--- config.mk ---
export PLATFORM = sky130hd
export DESIGN_NAME = conv1_dense_sched
export DESIGN_NICKNAME = d
export VERILOG_FILES = /design/src/rtl/conv1_dense_pkg.sv /design/src/rtl/conv1_sched_cnt.sv /design/src/rtl/conv1_dense_sched.sv
export SDC_FILE = /design/constraint.sdc
export NUM_CORES = 1
export LEC_CHECK = 0
export ABC_CLOCK_PERIOD_IN_PS = 4100
export CAP_MARGIN = 40
export CELL_PAD_IN_SITES_DETAIL_PLACEMENT = 0
export CELL_PAD_IN_SITES_GLOBAL_PLACEMENT = 1
export CORE_ASPECT_RATIO = 1.5
export CORE_MARGIN = 2
export CORE_UTILIZATION = 39
export DETAILED_ROUTE_END_ITERATION = 6
export PLACE_DENSITY_LB_ADDON = 0.1
export SLEW_MARGIN = 20
export SYNTH_ARGS = -nofsm -noshare
export SYNTH_HDL_FRONTEND = slang
export SYNTH_SLANG_ARGS = --single-unit
--- constraint.sdc ---
create_clock -name clk -period 4.1 [get_ports clk]
set_clock_uncertainty 0.1 [all_clocks]
set_input_delay 0.82 -clock clk [delete_from_list [all_inputs] [get_ports clk]]
set_output_delay 0.82 -clock clk [all_outputs]
set_load 0.05 [all_outputs]
--- src/rtl/conv1_dense_pkg.sv ---
// conv1_dense_pkg
//   Shared types and constants for the conv1/layer1 dense datapath scheduler.
//   - sched_state_t : scheduler FSM states
//   - COL_NUM       : 16-bit features per 400-bit feature row
//   - IC_NUM        : input channels accumulated per output pixel
//   - FEA_W / ROW_W : feature and row widths
//   - COL_W / IC_W / PIX_W : widths of the column, channel and pixel counters
package conv1_dense_pkg;

  localparam int COL_NUM = 25;
  localparam int IC_NUM  = 3;
  localparam int FEA_W   = 16;
  localparam int ROW_W   = 400;

  localparam int COL_W   = 5;
  localparam int IC_W    = 2;
  localparam int PIX_W   = 16;

  typedef enum logic [2:0] {
    S_IDLE     = 3'd0,
    S_FETCH    = 3'd1,
    S_WAIT_ROW = 3'd2,
    S_ISSUE    = 3'd3,
    S_WAIT_MX  = 3'd4,
    S_DRAIN    = 3'd5,
    S_DONE     = 3'd6
  } sched_state_t;

endpackage

--- src/rtl/conv1_sched_cnt.sv ---
// conv1_sched_cnt
//   Wrapping up-counter: counts 0..max_i, then returns to 0.
//   Ports:
//     clk, rst  : clock, synchronous active-high reset
//     en_i      : advance by one (wraps at max_i)
//     clr_i     : force to 0 (wins over en_i)
//     max_i     : last value before wrapping
//     cnt_o     : current count
//     wrap_o    : en_i while the count sits at max_i (this advance wraps)
module conv1_sched_cnt #(
  parameter int W = 5
) (
  input  logic         clk,
  input  logic         rst,
  input  logic         en_i,
  input  logic         clr_i,
  input  logic [W-1:0] max_i,
  output logic [W-1:0] cnt_o,
  output logic         wrap_o
);

  logic [W-1:0] cnt_q, cnt_d;

  always_comb begin
    cnt_d = cnt_q;
    if (clr_i) begin
      cnt_d = '0;
    end else if (en_i) begin
      cnt_d = (cnt_q == max_i) ? '0 : cnt_q + W'(1);
    end
  end

  always_ff @(posedge clk) begin
    if (rst) begin
      cnt_q <= '0;
    end else begin
      cnt_q <= cnt_d;
    end
  end

  assign cnt_o  = cnt_q;
  assign wrap_o = en_i & (cnt_q == max_i);

endmodule

--- src/rtl/conv1_dense_sched.sv ---
// conv1_dense_sched
//   Tile scheduler for the conv1/layer1 dense datapath. Accepts one tile
//   command (pixel count + path select) and sequences row fetches, column
//   slicing, input-channel loop markers, backpressure halting and the final
//   pipeline drain.
//
//   Handshake: start is a pulse accepted only in IDLE. mxres_v is a level
//   held by the adder tree until consumed; it is consumed in WAIT_MX on the
//   first cycle with halt=0, which is the same cycle data_v_4conv1 is high.
//   fetch_req and data_v_4conv1 are single-cycle strobes, never high while
//   halt=1.
//
//   Ports:
//     clk, rst        : clock, synchronous active-high reset
//     start           : tile start pulse
//     mx_en           : 1 = matrix path, 0 = shortcut path (sampled at start)
//     pix_total       : output pixels in the tile (sampled at start)
//     bp_stall        : downstream FIFO full
//     mxres_v         : adder-tree result valid
//     halt            : global freeze (bp_stall & busy)
//     fetch_req       : request the next feature row
//     col_sel         : feature slice index within the row
//     ic_idx          : current input channel
//     sel_mx          : multiplier fed from the adder tree
//     data_v_4conv1   : element valid into the parallel multiplier
//     acc_first       : element is input channel 0
//     acc_last        : element is input channel IC_NUM-1
//     busy            : tile in progress
//     done            : one-cycle end-of-tile pulse
//     stall_cnt       : halted cycles in the current/last tile
//
//   Build option: CONV1_SCHED_PERF_EN enables the stall_cnt counter;
//   without it stall_cnt is tied to 0.
module conv1_dense_sched
  import conv1_dense_pkg::*;
#(
  parameter int COL_NUM   = conv1_dense_pkg::COL_NUM,
  parameter int IC_NUM    = conv1_dense_pkg::IC_NUM,
  parameter int FETCH_LAT = 2,
  parameter int DRAIN_CYC = 8
) (
  input  logic        clk,
  input  logic        rst,
  input  logic        start,
  input  logic        mx_en,
  input  logic [15:0] pix_total,
  input  logic        bp_stall,
  input  logic        mxres_v,
  output logic        halt,
  output logic        fetch_req,
  output logic [4:0]  col_sel,
  output logic [1:0]  ic_idx,
  output logic        sel_mx,
  output logic        data_v_4conv1,
  output logic        acc_first,
  output logic        acc_last,
  output logic        busy,
  output logic        done,
  output logic [31:0] stall_cnt
);

  localparam int TMR_W = 16;

  sched_state_t       state_q, state_d;
  logic [TMR_W-1:0]   timer_q, timer_d;
  logic               mx_en_q;
  logic [PIX_W-1:0]   pix_total_q;

  logic               start_acc;
  logic               issue_fire;
  logic [COL_W-1:0]   col_q;
  logic [IC_W-1:0]    ic_q;
  logic               col_wrap;
  logic               ic_wrap;
  logic               pix_wrap;
  // Only the wrap of the pixel counter matters; its value is not consumed.
  logic [PIX_W-1:0]   unused_pix_q;

  assign busy       = (state_q != S_IDLE) && (state_q != S_DONE);
  assign halt       = bp_stall & busy;
  // An element leaves on every unhalted ISSUE cycle, or in WAIT_MX when the
  // adder-tree result is present.
  assign issue_fire = ~halt & ((state_q == S_ISSUE) |
                               ((state_q == S_WAIT_MX) & mxres_v));

  conv1_sched_cnt #(.W(COL_W)) u_col_cnt (
    .clk    (clk),
    .rst    (rst),
    .en_i   (issue_fire),
    .clr_i  (start_acc),
    .max_i  (COL_W'(COL_NUM - 1)),
    .cnt_o  (col_q),
    .wrap_o (col_wrap)
  );

  conv1_sched_cnt #(.W(IC_W)) u_ic_cnt (
    .clk    (clk),
    .rst    (rst),
    .en_i   (issue_fire),
    .clr_i  (start_acc),
    .max_i  (IC_W'(IC_NUM - 1)),
    .cnt_o  (ic_q),
    .wrap_o (ic_wrap)
  );

  // Max is the last pixel of the tile, so its wrap marks the final element.
  conv1_sched_cnt #(.W(PIX_W)) u_pix_cnt (
    .clk    (clk),
    .rst    (rst),
    .en_i   (ic_wrap),
    .clr_i  (start_acc),
    .max_i  (pix_total_q - 16'd1),
    .cnt_o  (unused_pix_q),
    .wrap_o (pix_wrap)
  );

  always_ff @(posedge clk) begin
    if (rst) begin
      state_q     <= S_IDLE;
      timer_q     <= '0;
      mx_en_q     <= 1'b0;
      pix_total_q <= '0;
    end else begin
      state_q <= state_d;
      timer_q <= timer_d;
      if (start_acc) begin
        mx_en_q     <= mx_en;
        pix_total_q <= pix_total;
      end
    end
  end

  always_comb begin
    state_d   = state_q;
    timer_d   = timer_q;
    start_acc = 1'b0;
    case (state_q)
      S_IDLE: begin
        if (start) begin
          start_acc = 1'b1;
          state_d   = (pix_total == 16'd0) ? S_DONE : S_FETCH;
        end
      end
      S_FETCH: begin
        if (!halt) begin
          timer_d = '0;
          if (mx_en_q) begin
            state_d = S_WAIT_MX;
          end else if (FETCH_LAT == 1) begin
            state_d = S_ISSUE;
          end else begin
            state_d = S_WAIT_ROW;
          end
        end
      end
      S_WAIT_ROW: begin
        if (!halt) begin
          if (timer_q == TMR_W'(FETCH_LAT - 2)) begin
            state_d = S_ISSUE;
          end else begin
            timer_d = timer_q + TMR_W'(1);
          end
        end
      end
      S_ISSUE: begin
        if (!halt) begin
          if (pix_wrap) begin
            state_d = S_DRAIN;
            timer_d = '0;
          end else if (col_wrap) begin
            state_d = S_FETCH;
          end
        end
      end
      S_WAIT_MX: begin
        if (issue_fire) begin
          state_d = pix_wrap ? S_DRAIN : S_FETCH;
          timer_d = '0;
        end
      end
      S_DRAIN: begin
        if (!halt) begin
          if (timer_q == TMR_W'(DRAIN_CYC - 1)) begin
            state_d = S_DONE;
          end else begin
            timer_d = timer_q + TMR_W'(1);
          end
        end
      end
      S_DONE: begin
        state_d = S_IDLE;
      end
      default: begin
        state_d = S_IDLE;
      end
    endcase
  end

  assign fetch_req     = ~halt & (state_q == S_FETCH);
  assign sel_mx        = (state_q == S_WAIT_MX);
  assign data_v_4conv1 = issue_fire;
  assign col_sel       = col_q;
  assign ic_idx        = ic_q;
  assign acc_first     = issue_fire & (ic_q == '0);
  assign acc_last      = issue_fire & (ic_q == IC_W'(IC_NUM - 1));
  assign done          = (state_q == S_DONE);

`ifdef CONV1_SCHED_PERF_EN
  logic [31:0] stall_cnt_q;

  always_ff @(posedge clk) begin
    if (rst) begin
      stall_cnt_q <= '0;
    end else if (start_acc) begin
      stall_cnt_q <= '0;
    end else if (halt && (stall_cnt_q != 32'hFFFF_FFFF)) begin
      stall_cnt_q <= stall_cnt_q + 32'd1;
    end
  end

  assign stall_cnt = stall_cnt_q;
`else
  assign stall_cnt = '0;
`endif

endmodule

* Word level (Yosys, flattened, before mapping) *
Cells that the tools add are included.

word-level totals
  bits in registers = 59
  input port bits = 22
  output and inout bits = 47
  logic and storage cells = 83

cells by class
  add/subtract/negate cells = 5
  equal/unequal tests = 23
  multiplexer cells = 28
  bitwise logic cells = 10
  reduce and logical (&&, ||, !) cells = 10

operator list
  operator                                                              count
  16-bit two-way mux                                                    9
  16-bit one-hot mux with 5 select lines                                1
  3-bit two-way mux                                                     13
  16-bit by 1-bit adder with 16-bit output, second input constant       2
  16-bit zero test                                                      2
  2-bit inequality test, second input constant                          10
  3-bit one-hot mux with 6 select lines                                 1
  9-bit AND reduction                                                   2
  16-bit == test                                                        1
  16-bit by 3-bit == test with 1-bit output, second input constant      1
  16-bit by 1-bit subtractor with 16-bit output, second input constant  1
  3-bit == test, second input constant                                  3
  1-bit bitwise AND                                                     8
  3-bit by 2-bit == test with 1-bit output, second input constant       2
  3-bit inequality test, second input constant                          2
  5-bit by 1-bit adder with 5-bit output, second input constant         1
  5-bit == test, second input constant                                  1
  5-bit two-way mux                                                     1
  5-bit nonzero test                                                    1
  3-bit by 1-bit == test with 1-bit output, second input constant       1
  3-bit zero test                                                       1
  3-bit nonzero test                                                    1
  2-bit by 1-bit adder with 2-bit output, second input constant         1
  2-bit == test, second input constant                                  1
  8 further kinds                                                       9

* Depth between registers and ports, before layout *
  depth in word-level cells = 10
  gate-level depth with buffers = 11
  gate-level depth less buffers = 9

* By module *
From an unflattened synthesis, not the netlist that was laid out.

second synthesis, totals
  cell total of the unflattened synthesis = 469
  area, all modules = 3791.1 µm²

modules (own cells, without submodules)
  module                        instances  cells each  area each (µm²)  sequential area each (µm²)
  conv1_dense_sched             1          320         2479.9           720.7
  conv1_sched_cnt at u_pix_cnt  1          103         885.8            320.3
  conv1_sched_cnt at u_col_cnt  1          29          290.3            100.1
  conv1_sched_cnt at u_ic_cnt   1          17          135.1            40.0

* Least setup slack after synthesis *
OpenSTA, ideal clock, no wires.

  path kind = input to output
  start = input port mxres_v
  end = output port acc_first
  arrival = 2.697 ns
  data required time = 3.180 ns
  path slack = 0.483 ns
  cell stages on the path = 5
  buffers on the path = 1
  path through = nor4bb_1 -> nor2_1 -> or2_2 -> clkbuf_1 -> nor3_1

on the way
  cells in the longest elaborated chain, start to end = 4

ends and longest elaborated chain
  element            RTL line                  RTL
  start, declared    conv1_dense_sched.sv:48   input logic mxres_v,
  1-bit bitwise AND  conv1_dense_sched.sv:84   ((state_q == S_WAIT_MX) & mxres_v));
  1-bit OR           conv1_dense_sched.sv:83   assign issue_fire = ~halt & ((state_q == S_ISSUE) |
  1-bit bitwise AND  conv1_dense_sched.sv:83
  1-bit bitwise AND  conv1_dense_sched.sv:204  assign acc_first = issue_fire & (ic_q == '0);
  end, declared      conv1_dense_sched.sv:55   output logic acc_first,

No other way between the ends.

* Final worst setup path *
Ends and elaborated chain as after synthesis.

==> results by group <==
Status
  • Status: completed

Global routing
  • Grt ovf: 0
  • Maximum number of pins on one net before global-route repair: 40
  • Total Routing Usage GR: 19.0%
  • Antenna violations before repair: 0
  • Global-route wire length before repair: roughly 16000 um
  • Vias in the first global route: 3343

Place
  • Placer congestion estimate: roughly 0.80
  • Worst slack after detailed placement: between 0.5 and 0.6 ns
  • Number of buffer cells added on primary ports: 36
  • Detail Placement HPWL: between 7000 and 8000 um

Power
  • Seq pwr share: 27.9%
  • Part of the power in combinational logic: 40.6%
  • VDD IR max: 0.369 mV
  • Internal Dissipation: 1600 uW
  • Proportion of power drawn by the clock network: 31.5%
  • LEAKAGE: 0.00164 uW
  • Power per standard cell area: slightly below 600 mW/mm^2
  • Switching share of total power: between 30% and 40%
  • Overall power after layout: 2640 uW
  • Switching power total: 1040 uW

Timing
  • Final total negative setup slack: 0 ns
  • Highest attainable clock frequency: 280 MHz
  • Count of endpoints failing hold in the final timing report: 0
  • Final setup margin: approximately 0.52 ns
  • Actual slew at the worst max-slew pin: about 0.67 ns
  • Worst Hold Margin: 0.359 ns
  • Slew headroom: 55.1%
  • Final number of max-transition violations: 0
  • Shortest period the worst path allows: 3.58 ns
  • Setup repair after global routing missed its margin: no
  • Number of failing setup endpoints in the final timing report: 0
  • Post-route fraction of the period consumed by the critical path: between 80% and 90%

Worst setup path
  • Data required time of the critical path: 3.18 ns
  • Critical register-to-register path endpoint: timer_q[1]
  • Kind of capture point of the worst setup path: primary output
  • Crit Path Max Fanout: 6
  • WS Path Type: in2out
  • Cell depth of the worst flop-to-flop path: 10
  • Worst path arrival time: 2.66 ns
  • Kind of launch point of the worst setup path: primary input
  • Worst reg2reg startpoint: pix_total_q[0]
  • Flop2flop setup slack: about 0.89 ns

Drt
  • Wire length on met1: 4220 um
  • Number of DRC violations after detailed routing: 0
  • Average detailed-routed wire length per instance: 15.4 um
  • TritonRoute pass-1 iters: 4
  • Routed length on met2: 5100 um
  • Via count: 3454
  • Via density per instance: approximately 5.4
  • Highest metal layer with signal wires: met4
  • Count of antenna-violating nets left after detailed routing: 0
  • Detailed router's first-iteration violation count: 147
  • Final WL: 9880 um
  • Wire length on met3: 300 um

Yosys
  • Post-synthesis sequential area ratio: 30.5%
  • Top flip-flop cell by instance count after synthesis: dfxtp_1
  • Netlist Area Pre-Place: 0.00387 sq mm
  • Number of synthesized flops with an enable pin: 0
  • Portion of synthesized cell area occupied by the leading cell type: 30.5%
  • Fraction of synthesis flops using an asynchronous set or reset pin: 0%
  • Synth Register Bits: between 50 and 60
  • Cell variety after synth: 61
  • Average cell area after synthesis: 7.71 sq um
  • Main area contributors after synthesis: dfxtp_1 31%, nand2_1 6.8%, buf_4 6.2%
  • Synthesized netlist cell count: 502
  • Count of synthesis-stage warnings from yosys: 0
  • Library cell occupying the most area in the post-synthesis netlist: dfxtp_1

Min path
  • Classification of the worst-slack hold path: reg2reg
  • Worst Hold Path EP: mx_en_q
  • Min-Delay Startpoint: mx_en_q
  • Cell depth of the worst hold path: 2

Floorplan
  • Die area: 0.0107 sq mm
  • Initial core utilization: 39.9%
  • Standard-cell row count: 44
  • Floorplan die height: 126 um
  • Die X: about 85 um
  • Top-Level Pins: 69
  • Core Footprint: 0.00969 sq mm

CTS
  • Number of setup buffers added after CTS: 0
  • H-Tree Depth: 3
  • Total of hold buffers inserted after clock tree synthesis: 0
  • Clk Latency, worst-skew pair: 0.34 ns
  • Cell chosen for the clock root: clkbuf_16
  • Clock-pin slew on the worst setup and hold paths: 0.05 ns
  • Clk sink count: 59
  • Post-CTS resize count: 0
  • Deepest clock path buffer count: 2
  • Number of buffers added by the clock tree synthesis step: 9
  • CTS tree: yes

Layout
  • # nets final: 551
  • Antenna cells: 0
  • Area growth from synthesis to final layout: 16.6%
  • Share of layout cells above drive strength 1: 7.20%
  • Final Util: 46.5%

Job
  • Max-Cap Viols: 0
==> kinds of logic (layout without fill, tap and decap cells) <==
| family | count (synthesis) | after routing | share of synthesized area, % |
|---|---|---|---|
| AO/OA/AOI/OAI | 96 | 96 | 17.6 |
| XOR/XNOR | 36 | 36 | 8.15 |
| adder cells (fa/ha/maj) | 6 | 6 | 1.94 |
| buffers and inverters | 77 | 72 | 11.1 |
| flip-flops | 59 | 59 | 30.5 |
| multiplexers | 4 | 4 | 1.07 |
| other | 1 | 32 | 0.0969 |
| AND/OR/NAND/NOR | 223 | 223 | 29.5 |
==> power groups by stage <==
| stage | logic (uW) | registers [uW] | clock network, uW |
|---|---|---|---|
| 2_1_floorplan | 899 | 679 | 0 |
| 3_3_place_gp | 1070 | 745 | 0 |
| 3_5_place_dp | 1070 | 746 | 0 |
| 4_1_cts | 1070 | 735 | 850 |
| 5_1_grt | 1180 | 752 | 870 |
| 6_report | 1070 | 735 | 831 |
==> state kept, by name (all words and copies together), names as in the netlist <==
name,flops
mx_en_q,1
state_q,3
u_col_cnt.cnt_o,5
u_pix_cnt.cnt_o,16
pix_total_q,16
u_ic_cnt.cnt_o,2
timer_q,16
==> worst max-delay path, cell delays in order <==
cell	delay, ns
clkdlybuf4s50_1	0.50
nor4bb_1	0.37
nor2_1	0.06
or2_2	0.34
nor3_1	0.37
buf_12	0.20
==> cell usage in the layout (no fill, tap or decap), drive strengths merged, types with 7 or more instances in the layout <==
cell type,netlist,routed
nor2,49,49
xnor2,17,17
nand2b,8,8
nand4,8,8
nor4,11,11
nor3,12,12
clkbuf,25,12
a211oi,9,9
buf,38,9
clkdlybuf4s50,0,33
nand2,70,70
inv,13,13
xor2,19,19
dfxtp,59,59
a31oi,7,7
o21ai,10,10
nand3,16,16
a311oi,14,14
a21oi,29,29
conb,1,32
and2,10,10
==> per-layer routing <==
| layer | vias to the layer above | global-route usage (%) |
|---|---|---|
| li1 | 1758 | - |
| met1 | 1628 | 22.1 |
| met2 | 53 | 32.3 |
| met3 | 15 | 4.06 |
| met4 | 0 | 9.99 |
| met5 | - | 0 |
==> worst max path at each step <==
| stage | endpoint | from | cells past startpoint | slack, ns |
|---|---|---|---|---|
| floorplan | acc_first | mxres_v | 5 | 0.48 |
| global placement | acc_first | mxres_v | 6 | 0.54 |
| detailed placement | acc_first | mxres_v | 6 | 0.52 |
| CTS | acc_first | mxres_v | 6 | 0.51 |
| global route | acc_first | mxres_v | 6 | 0.33 |
| finish | acc_first | mxres_v | 6 | 0.52 |
==> cell usage after synthesis, types with 3 or more instances <==
cell	n
nor3b_1	3
and2_1	9
a21oi_1	29
or3b_2	3
nand4_1	7
clkbuf_1	25
nand3b_1	5
o21a_1	4
buf_2	4
and3_1	4
a211oi_1	9
and4_1	6
dfxtp_1	59
a31oi_1	7
buf_4	32
o21ai_0	9
xnor2_1	17
nor4_1	11
nand3_1	16
or3_1	3
a311oi_1	14
nor3_1	12
nand2_1	70
nor2_1	49
inv_1	13
xor2_1	19
ha_1	6
nand2b_1	8
mux2i_1	3
==> cell type report <==
type,count,area (sq um)
tap,115,144
sequential,59,1180
clock inverter,4,72.6
fill,995,5180
clock buffer,12,256
multi-input combinational,397,2380
timing repair buffer,42,423
inverter,14,52.6
==> through the flow <==
stage	cells	area, sq um
2_1_floorplan	533	3990
3_3_place_gp	627	4180
3_5_place_dp	627	4180
4_1_cts	643	4510
5_1_grt	643	4510
6_report	643	4510
Note: power is estimated with default switching activity, not from simulation.
==> RTL edit (same settings) <==
Build with the macro `CONV1_SCHED_PERF_EN` defined.
--- a/src/rtl/conv1_dense_sched.sv
+++ b/src/rtl/conv1_dense_sched.sv
@@ -32,4 +32,6 @@
 //   Build option: CONV1_SCHED_PERF_EN enables the stall_cnt counter;
 //   without it stall_cnt is tied to 0.
+`define CONV1_SCHED_PERF_EN
+
 module conv1_dense_sched
   import conv1_dense_pkg::*;
Function: changed (Yosys sat finds a counterexample within 4 cycles, from zero or initial values and one cycle with rst high).
==> RTL edit against the unedited design <==
Final area up 37%. Worst setup slack better by 83 ps. Maximum frequency is 2.4% higher. Power rose by 17%. Die area rose by 27%. Sequential cell count is 32 higher. Area after synthesis increased by 28%. Routed wire length up 34%. Worst hold slack better by 14 ps. Highest routed layer unchanged.
==> RTL edit: results (changes against the unedited design) <==
[status]
status = finished clean

[global_routing]
grt_pass1_wl_um = 21900  ; +35%
grt_max_degree = 36  ; -10%
track_usage_pct = 20.3  ; +1.3 points

[synthesis]
synthTopCellsByCount = dfxtp_1 (91), nor2_1 (82), nand2_1 (76)
synth_cell_types = 57  ; -6.6%
muxShareOfSynthArea_pct = 1.03  ; -0.035 points
synth_xor_area_share_pct = 11.8  ; +3.7 points
synth_fa_ha_area_share_pct = 1.76  ; -0.18 points
syn_area_per_cell_sq_um = 8.02  ; +4.0%

[worst_setup_path]
startpoint = bp_stall
cp_slowest_stage_delay_ps = 850  ; +350 ps
crit_fanout = 4  ; -2
endpoint = halt
cpLargestDelayFamily = buffers and inverters
rr_endpoint = timer_q[14]$_SDFFE_PP0P_

[sta]
tightestPinTransition_ps = 686  ; +17.8 ps
min_period_over_period_pct = 85.2  ; -2.0 points

[cells_and_area]
nets = 713  ; +29%
sh_seq_area_pct = 29.5  ; +3.3 points
inv_count = 18  ; +4

[drt]
drt_iter0_drc = 199  ; +35%
vias_per_cell = 5.49  ; +2.1%

[place]
finalWeightedCongestion = 0.862  ; +8.2%

[floorplan]
row_count = 50  ; +14%

[pwr]
p_int_uw = 1940  ; +22%

RTL edit: cell count changes after synthesis, moves of 7 or more:
cell / delta
or3_1: +11
nor2_1: +33
xor2_1: +27
dfxtp_1: +32
or4_1: +11
buf_4: -31
o31ai_1: +7
a311oi_1: -14
nand4_1: +19
o21ai_0: +10
a211oi_1: +8
RTL edit: power groups by stage:
stage / Sequential (uW) / Combinational, uW / Clock (uW)
final: 1060 / 1110 / 913
after detailed placement: 1080 / 1120 / 0
after floorplan: 1030 / 840 / 0
after global routing: 1070 / 1230 / 973
after global placement: 1080 / 1090 / 0
after CTS: 1060 / 1120 / 936
RTL edit: layer usage:
layer  track usage [%]  vias up  wire (um)
met5                 0        -          0
met3              4.18       25        641
met4              7.97        0        284
met1              22.1     2188       5210
li1                  -     2310          -
met2              37.2      113       7100
